`src/rtl/multi_colour_bbox.sv`:
```
// Multi-class colour bounding-box detector with video overlay and CPU message FIFO.
// Define MCB_PIXCOUNT_MSG_EN to append a per-class pixel-count word (BOXC) to each burst.
module multi_colour_bbox #(
  parameter int          IMAGE_W      = 640,
  parameter int          IMAGE_H      = 480,
  parameter int          NUM_COL      = 3,
  parameter int          MSG_INTERVAL = 6,
  parameter int          FIFO_DEPTH   = 64,
  parameter int          MIN_PIX      = 16,
  parameter logic [23:0] BB_COL_DEF   = 24'h00ff00
) (
  input  logic        clk,
  input  logic        reset_n,
  input  logic        s_chipselect,
  input  logic        s_read,
  input  logic        s_write,
  input  logic [3:0]  s_address,
  input  logic [31:0] s_writedata,
  output logic [31:0] s_readdata,
  input  logic [23:0] sink_data,
  input  logic        sink_valid,
  input  logic        sink_sop,
  input  logic        sink_eop,
  output logic        sink_ready,
  output logic [23:0] source_data,
  output logic        source_valid,
  output logic        source_sop,
  output logic        source_eop,
  input  logic        source_ready,
  input  logic        mode
);

  localparam int AW = $clog2(FIFO_DEPTH);
`ifdef MCB_PIXCOUNT_MSG_EN
  localparam int WPC = 3;
  typedef enum logic [2:0] {IDLE, HDR, BOXA, BOXB, BOXC} st_t;
`else
  localparam int WPC = 2;
  typedef enum logic [2:0] {IDLE, HDR, BOXA, BOXB} st_t;
`endif
  localparam int BURST = 1 + WPC * NUM_COL;

  logic [23:0] r_min [NUM_COL];
  logic [23:0] r_max [NUM_COL];
  logic [23:0] r_bb_col;
  logic [7:0]  r_status;

  logic        r_video;
  logic [10:0] r_x, r_y;

  logic [10:0] r_sxmin [NUM_COL];
  logic [10:0] r_sxmax [NUM_COL];
  logic [10:0] r_symin [NUM_COL];
  logic [10:0] r_symax [NUM_COL];
  logic [19:0] r_scnt  [NUM_COL];
  logic [10:0] w_nxmin [NUM_COL];
  logic [10:0] w_nxmax [NUM_COL];
  logic [10:0] w_nymin [NUM_COL];
  logic [10:0] w_nymax [NUM_COL];
  logic [19:0] w_ncnt  [NUM_COL];
  logic [10:0] r_lxmin [NUM_COL];
  logic [10:0] r_lxmax [NUM_COL];
  logic [10:0] r_lymin [NUM_COL];
  logic [10:0] r_lymax [NUM_COL];
  logic [19:0] r_lcnt  [NUM_COL];
  logic [NUM_COL-1:0] r_lvalid;

  logic [31:0] r_mem [FIFO_DEPTH];
  logic [AW-1:0] r_wptr, r_rptr;
  logic [AW:0]   r_used, w_free;
  st_t         r_state;
  logic [1:0]  r_k;
  logic [7:0]  r_fid;
  logic [15:0] r_fcnt;
  logic        r_rd1_d;

  logic        w_acc, w_vid_sop, w_vid_pix, w_vid_eop;
  logic [NUM_COL-1:0] w_match;
  logic        w_edge, w_hit;
  logic [23:0] w_hcol, w_pix;
  logic [7:0]  w_grey;
  logic        w_rd1, w_pop, w_push, w_flush, w_start, w_last_k;
  logic [31:0] w_word, w_rdata;
  logic        w_unused;

  assign w_unused = ^s_writedata[31:24];

  function automatic logic in_win(input logic [23:0] d,
                                  input logic [23:0] mn,
                                  input logic [23:0] mx);
    return (d[23:16] >= mn[23:16]) && (d[23:16] <= mx[23:16]) &&
           (d[15:8]  >= mn[15:8])  && (d[15:8]  <= mx[15:8])  &&
           (d[7:0]   >= mn[7:0])   && (d[7:0]   <= mx[7:0]);
  endfunction

  assign sink_ready = source_ready | ~source_valid;
  assign w_acc      = sink_valid & sink_ready;
  assign w_vid_sop  = w_acc & sink_sop & (sink_data[3:0] == 4'h0);
  assign w_vid_pix  = w_acc & ~sink_sop & r_video;
  assign w_vid_eop  = w_vid_pix & sink_eop;

  always_comb begin
    for (int k = 0; k < NUM_COL; k++) begin
      w_match[k] = in_win(sink_data, r_min[k], r_max[k]);
      w_nxmin[k] = r_sxmin[k];
      w_nxmax[k] = r_sxmax[k];
      w_nymin[k] = r_symin[k];
      w_nymax[k] = r_symax[k];
      w_ncnt[k]  = r_scnt[k];
      if (w_match[k]) begin
        if (r_x < r_sxmin[k]) w_nxmin[k] = r_x;
        if (r_x > r_sxmax[k]) w_nxmax[k] = r_x;
        if (r_y < r_symin[k]) w_nymin[k] = r_y;
        if (r_y > r_symax[k]) w_nymax[k] = r_y;
        if (r_scnt[k] != 20'hfffff) w_ncnt[k] = r_scnt[k] + 20'd1;
      end
    end
  end

  always_comb begin
    w_edge = 1'b0;
    for (int k = 0; k < NUM_COL; k++) begin
      if (r_lvalid[k] &&
          ((((r_x == r_lxmin[k]) || (r_x == r_lxmax[k])) &&
            (r_y >= r_lymin[k]) && (r_y <= r_lymax[k])) ||
           (((r_y == r_lymin[k]) || (r_y == r_lymax[k])) &&
            (r_x >= r_lxmin[k]) && (r_x <= r_lxmax[k]))))
        w_edge = 1'b1;
    end
    w_hit  = 1'b0;
    w_hcol = '0;
    // Descending scan so the lowest-index matching class wins.
    for (int k = NUM_COL - 1; k >= 0; k--) begin
      if (w_match[k]) begin
        w_hit  = 1'b1;
        w_hcol = r_max[k];
      end
    end
    w_grey = {1'b0, sink_data[15:9]} + {2'b0, sink_data[23:18]} +
             {2'b0, sink_data[7:2]};
    w_pix  = sink_data;
    if (mode && r_video && !sink_sop) begin
      if (w_edge)     w_pix = r_bb_col;
      else if (w_hit) w_pix = w_hcol;
      else            w_pix = {3{w_grey}};
    end
  end

  always_ff @(posedge clk) begin
    if (!reset_n) begin
      source_valid <= 1'b0;
      source_sop   <= 1'b0;
      source_eop   <= 1'b0;
      source_data  <= '0;
    end else if (sink_ready) begin
      source_valid <= sink_valid;
      if (sink_valid) begin
        source_data <= w_pix;
        source_sop  <= sink_sop;
        source_eop  <= sink_eop;
      end
    end
  end

  always_ff @(posedge clk) begin
    if (!reset_n) begin
      r_video <= 1'b0;
      r_x     <= '0;
      r_y     <= '0;
    end else if (w_acc) begin
      if (sink_sop) begin
        r_video <= (sink_data[3:0] == 4'h0);
        r_x     <= '0;
        r_y     <= '0;
      end else if (r_x == 11'(IMAGE_W - 1)) begin
        r_x <= '0;
        r_y <= r_y + 11'd1;
      end else begin
        r_x <= r_x + 11'd1;
      end
    end
  end

  always_ff @(posedge clk) begin
    if (!reset_n || w_vid_sop) begin
      for (int k = 0; k < NUM_COL; k++) begin
        r_sxmin[k] <= 11'(IMAGE_W - 1);
        r_symin[k] <= 11'(IMAGE_H - 1);
        r_sxmax[k] <= '0;
        r_symax[k] <= '0;
        r_scnt[k]  <= '0;
      end
    end else if (w_vid_pix) begin
      for (int k = 0; k < NUM_COL; k++) begin
        r_sxmin[k] <= w_nxmin[k];
        r_sxmax[k] <= w_nxmax[k];
        r_symin[k] <= w_nymin[k];
        r_symax[k] <= w_nymax[k];
        r_scnt[k]  <= w_ncnt[k];
      end
    end
  end

  // The eop beat is itself a pixel, so latch the post-update stats.
  always_ff @(posedge clk) begin
    if (!reset_n) begin
      r_lvalid <= '0;
      for (int k = 0; k < NUM_COL; k++) begin
        r_lxmin[k] <= '0;
        r_lxmax[k] <= '0;
        r_lymin[k] <= '0;
        r_lymax[k] <= '0;
        r_lcnt[k]  <= '0;
      end
    end else if (w_vid_eop) begin
      for (int k = 0; k < NUM_COL; k++) begin
        r_lxmin[k]  <= w_nxmin[k];
        r_lxmax[k]  <= w_nxmax[k];
        r_lymin[k]  <= w_nymin[k];
        r_lymax[k]  <= w_nymax[k];
        r_lcnt[k]   <= w_ncnt[k];
        r_lvalid[k] <= (w_ncnt[k] >= 20'(MIN_PIX));
      end
    end
  end

  always_ff @(posedge clk) begin
    if (!reset_n) begin
      r_status <= '0;
      r_bb_col <= BB_COL_DEF;
      for (int k = 0; k < NUM_COL; k++) begin
        r_min[k] <= 24'hffffff;
        r_max[k] <= 24'h000000;
      end
    end else if (s_chipselect && s_write) begin
      if (s_address == 4'd0) r_status <= s_writedata[7:0] & 8'hef;
      if (s_address == 4'd3) r_bb_col <= s_writedata[23:0];
      for (int k = 0; k < NUM_COL; k++) begin
        if (s_address == 4'(4 + 2 * k)) r_min[k] <= s_writedata[23:0];
        if (s_address == 4'(5 + 2 * k)) r_max[k] <= s_writedata[23:0];
      end
    end
  end

  always_comb begin
    w_rdata = '0;
    case (s_address)
      4'd0: w_rdata = {16'b0, 8'(r_used), r_status};
      4'd1: if (r_used != '0) w_rdata = r_mem[r_rptr];
      4'd2: w_rdata = 32'h1234EEE3;
      4'd3: w_rdata = {8'b0, r_bb_col};
      default: ;
    endcase
    for (int k = 0; k < NUM_COL; k++) begin
      if (s_address == 4'(4 + 2 * k)) w_rdata = {8'b0, r_min[k]};
      if (s_address == 4'(5 + 2 * k)) w_rdata = {8'b0, r_max[k]};
    end
  end

  always_ff @(posedge clk) begin
    if (!reset_n)                    s_readdata <= '0;
    else if (s_chipselect && s_read) s_readdata <= w_rdata;
  end

  assign w_rd1    = s_chipselect & s_read & (s_address == 4'd1);
  assign w_flush  = s_chipselect & s_write & (s_address == 4'd0) &
                    s_writedata[4];
  assign w_pop    = w_rd1 & ~r_rd1_d & (r_used != '0) & ~w_flush;
  assign w_push   = (r_state != IDLE) & ~w_flush;
  assign w_free   = (AW + 1)'(FIFO_DEPTH) - r_used;
  assign w_start  = w_vid_eop & (r_fcnt == '0) & (r_state == IDLE) &
                    (w_free >= (AW + 1)'(BURST)) & ~w_flush;
  assign w_last_k = (r_k == 2'(NUM_COL - 1));

  always_comb begin
    w_word = '0;
    case (r_state)
      HDR:  w_word = {16'h4D42, r_fid, 4'h0, 4'(NUM_COL)};
      BOXA: w_word = {r_lvalid[r_k], 1'b0, r_k, 1'b0, r_lxmin[r_k],
                      5'b0, r_lymin[r_k]};
      BOXB: w_word = {5'b0, r_lxmax[r_k], 5'b0, r_lymax[r_k]};
`ifdef MCB_PIXCOUNT_MSG_EN
      BOXC: w_word = {1'b0, r_k, 9'b0, r_lcnt[r_k]};
`endif
      default: w_word = '0;
    endcase
  end

  always_ff @(posedge clk) begin
    if (w_push) r_mem[r_wptr] <= w_word;
  end

  always_ff @(posedge clk) begin
    if (!reset_n) begin
      r_state <= IDLE;
      r_k     <= '0;
      r_fid   <= '0;
      r_fcnt  <= '0;
      r_wptr  <= '0;
      r_rptr  <= '0;
      r_used  <= '0;
      r_rd1_d <= 1'b0;
    end else begin
      r_rd1_d <= w_rd1;
      // A skipped burst leaves the counter at zero so the next eop retries.
      if (w_start)                         r_fcnt <= 16'(MSG_INTERVAL - 1);
      else if (w_vid_eop && r_fcnt != '0)  r_fcnt <= r_fcnt - 16'd1;
      if (w_flush) begin
        r_state <= IDLE;
        r_k     <= '0;
        r_wptr  <= '0;
        r_rptr  <= '0;
        r_used  <= '0;
      end else begin
        if (w_push) r_wptr <= r_wptr + 1'b1;
        if (w_pop)  r_rptr <= r_rptr + 1'b1;
        r_used <= r_used + {{AW{1'b0}}, w_push} - {{AW{1'b0}}, w_pop};
        case (r_state)
          IDLE: if (w_start) r_state <= HDR;
          HDR: begin
            r_state <= BOXA;
            r_k     <= '0;
            r_fid   <= r_fid + 8'd1;
          end
          BOXA: r_state <= BOXB;
`ifdef MCB_PIXCOUNT_MSG_EN
          BOXB: r_state <= BOXC;
          BOXC: begin
`else
          BOXB: begin
`endif
            r_state <= w_last_k ? IDLE : BOXA;
            r_k     <= r_k + 2'd1;
          end
          default: r_state <= IDLE;
        endcase
      end
    end
  end

endmodule

```
`config.mk`:
```
export PLATFORM = sky130hd
export DESIGN_NAME = multi_colour_bbox
export DESIGN_NICKNAME = d
export VERILOG_FILES = /design/src/rtl/multi_colour_bbox.sv
export SDC_FILE = /design/constraint.sdc
export NUM_CORES = 2
export LEC_CHECK = 0
export CAP_MARGIN = 20
export CORE_AREA = 2 2 485 487
export CTS_CLUSTER_DIAMETER = 60
export DETAILED_ROUTE_END_ITERATION = 8
export DIE_AREA = 0 0 487 489
export GPL_ROUTABILITY_DRIVEN = 0
export PLACE_DENSITY_LB_ADDON = 0.05
export SLEW_MARGIN = 20
export SYNTH_ARGS = -nofsm -noshare
export SYNTH_HDL_FRONTEND = slang
export SYNTH_SLANG_ARGS = --single-unit
export TNS_END_PERCENT = 30
```
`constraint.sdc`:
```
create_clock -name clk -period 17.47 [get_ports clk]
set_input_delay 3.494 -clock clk [delete_from_list [all_inputs] [get_ports clk]]
set_output_delay 3.494 -clock clk [all_outputs]
set_load 0.05 [all_outputs]
```
==> impl_metrics.yaml <==
outcome:
  outcome: "finished, final reports clean"
synthesis:
  synth_most_common_cell: "edfxtp_1"
  synthArstFlopShare_pct: 0
  synth.top_cells.by_area: "edfxtp_1 (64%), mux4_2 (13%), ha_1 (4.7%)"
  syn_area_per_cell_um2: 16.3
  dominantRegCellSynth: "edfxtp_1"
  synth_top_cell_by_area: "edfxtp_1"
  seq_area_frac_synth_pct: 66.6
  synthCells: 7098
  yosysWarningCount: 0
  ys_ff_latch: 2623
  syn_area_um2: 116000
  synth_edf_count: 2452
  ys_types: 81
  yosys.area.top_type_share_pct: 63.6
  synth_nets: 7607
  synth_common_cells: "edfxtp_1 (2452), mux4_2 (652), nor2_1 (540)"
grt:
  overflow: 0
  grt_max_degree: 105
  antenna_found_initial: 9
  grt_pass1_vias: 65500
  grt_pass1_wl_um: 478000
  grt_use_total_pct: 28.1
sta:
  rsz0062_at_grt: "no"
  setup_viol: 0
  period_share_pct: 48.2
  relSlewSlack_pct: 23.0
  tightest_slew_ns: 1.12
  hold_ws_ns: 0.451
  hold_viol: 0
  fin_skew_ns: 0.0805
  finalCriticalPeriod_ns: 8.42
  drv_slew: 0
  tns_ns: 0
  max_freq_ghz: 0.119
pwr:
  power_density_nw_per_um2: 102
  p_leak_uw: 0.0444
  max-vdd-ir-drop_uv: 111
clocking:
  cts_tree: "built"
  h-tree-depth: 5
  clk_pin_slew_ns: 0.06
  root_buffer: "clkbuf_16"
  clock_sinks: 2623
  cts_buffers: 302
  cts_resized: 0
  clk_latency_ns: 0.95
  clk_path_buf_depth: 4
  hold_buffers: 0
  post_cts_buffers: 0
final_layout:
  multi_input_area_um2: 36500
  fin_nets: 7890
  area_growth_pct: 13.3
  final_cell_area_um2: 131000
  layout-drive-gt1-share_pct: 19.2
  fin_util_pct: 56.1
  nFillCells: 18200
  final_cells: 10700
  seqCellArea_um2: 77100
routing:
  via_per_inst: 6.27
  vias: 66900
  wl_per_cell_um: 31.4
  routed_wl_um: 335000
  firstDrtPassIters: 9
  ant_nets: 0
  drc: 0
  drt_iter0_markers: 7540
placement:
  placed_cell_area_um2: 122000
  place_inst: 10100
  io_buffers: 121
  hpwl_um: 203000
setup_path:
  cp-start-kind: "input port"
  ff2ff_path_depth: 12
  worstPathRequired_ns: 13.98
  r2r_slack_ns: 11.76
  cp-end-kind: "output port"
  worst-setup-path-type: "input port to output port"
  arrival_ns: 4.92
  rr_endpoint: "s_readdata[17]$_SDFFE_PN0P_"
  path_max_fanout: 4
floorplan:
  fp.dieH_um: 489
  initial_core_util_pct: 49.5
  row_count: 178
  die_w_um: 487
  core_area_um2: 234000
  io_pins: 130
  dieArea_um2: 238000
worst_hold_path:
  holdPathStages: 2
  hold_path_end: "s_readdata[9]$_SDFFE_PN0P_"
  hold_start: "s_readdata[9]$_SDFFE_PN0P_"
  hp-class: "flip-flop to flip-flop"
job:
  maxCapViolCount: 0
## kinds of logic (layout without fill, tap and decap cells)
group / count (synthesis) / count (layout) / share of synthesized area [%]
AO/OA/AOI/OAI: 907 / 907 / 5.09
XOR/XNOR: 99 / 99 / 0.749
adder cells (fa/ha/maj): 439 / 439 / 4.80
buffers and inverters: 777 / 1285 / 2.72
flip-flops: 2623 / 2623 / 66.6
multiplexers: 858 / 858 / 14.5
other: 0 / 2 / 0
AND/OR/NAND/NOR: 1395 / 1395 / 5.59
## flip-flops by register name (all words and copies together) (netlist names), 3 cells and up, named ones only
name         count
r_fcnt          16
r_fid            8
r_lymin         33
r_x             11
r_lxmin         33
r_sxmin         33
r_lymax         33
s_readdata      31
r_y             11
r_lxmax         33
r_wptr           6
source_data     24
r_scnt          60
r_mem         1984
r_max           72
r_used           7
r_rptr           6
r_symax         33
r_lvalid         3
r_min           72
r_status         7
r_sxmax         33
r_symin         33
r_bb_col        24
## per-layer routing
layer / vias to the layer above / GRT usage [%] / share of wire [%]
met5: - / 0 / 0.0039
met3: 554 / 3.88 / 7.4
li1: 28500 / - / -
met2: 2777 / 44.4 / 47
met1: 35000 / 40.8 / 43
met4: 2 / 8.38 / 3.1
## worst max-delay path, stage by stage
cell and delay [ns]:
clkdlybuf4s50_1 0.45, nand2b_1 0.16, clkdlybuf4s50_1 0.82
## placed cells by master, fill, tap and decap left out, drive strengths merged, types with 84 or more instances in the layout
cell type	instances
inv	431
nor3	85
nand2	315
clkbuf	392
nand4	84
a21oi	271
buf	217
mux2i	202
clkinv	105
mux4	652
edfxtp	2452
nand3	100
o21ai	163
dfxtp	171
ha	431
clkdlybuf4s50	118
nor2	540
## area by class of cell
cell class,count,share of cell area [%]
antenna,2,0.00382
clock buffer,392,6.23
clock inverter,137,0.845
inverter,421,1.21
multi-input combinational,3698,27.9
sequential,2623,58.8
tap,3060,2.92
timing repair buffer,335,2.16
## through the flow
step                      power, uW  setup slack (ns)
final                         13400              9.05
after global routing          13800              9.00
after CTS                     13500              9.04
after detailed placement       7530              8.45
after global placement         7520              8.50
after floorplan                7330              3.93
## worst max path at each step
| stage | startpoint | to | slack [ns] | depth (start not counted) |
|---|---|---|---|---|
| floorplan | source_ready | r_scnt[0][0]$_SDFFCE_PN0P_ | 3.93 | 4 |
| global placement | s_address[2] | r_mem[50][18]$_DFFE_PP_ | 8.50 | 10 |
| detailed placement | s_address[2] | r_mem[32][13]$_DFFE_PP_ | 8.45 | 10 |
| CTS | source_ready | sink_ready | 9.04 | 3 |
| global route | source_ready | sink_ready | 9.00 | 3 |
| finish | source_ready | sink_ready | 9.05 | 3 |
## report_power, final
group	internal [uW]	switching, uW	leakage (uW)
clock	3510	2480	0.00454
combinational	185	327	0.0156
sequential	6840	51.9	0.0242
No activity file was read; power rests on OpenSTA's default activity.
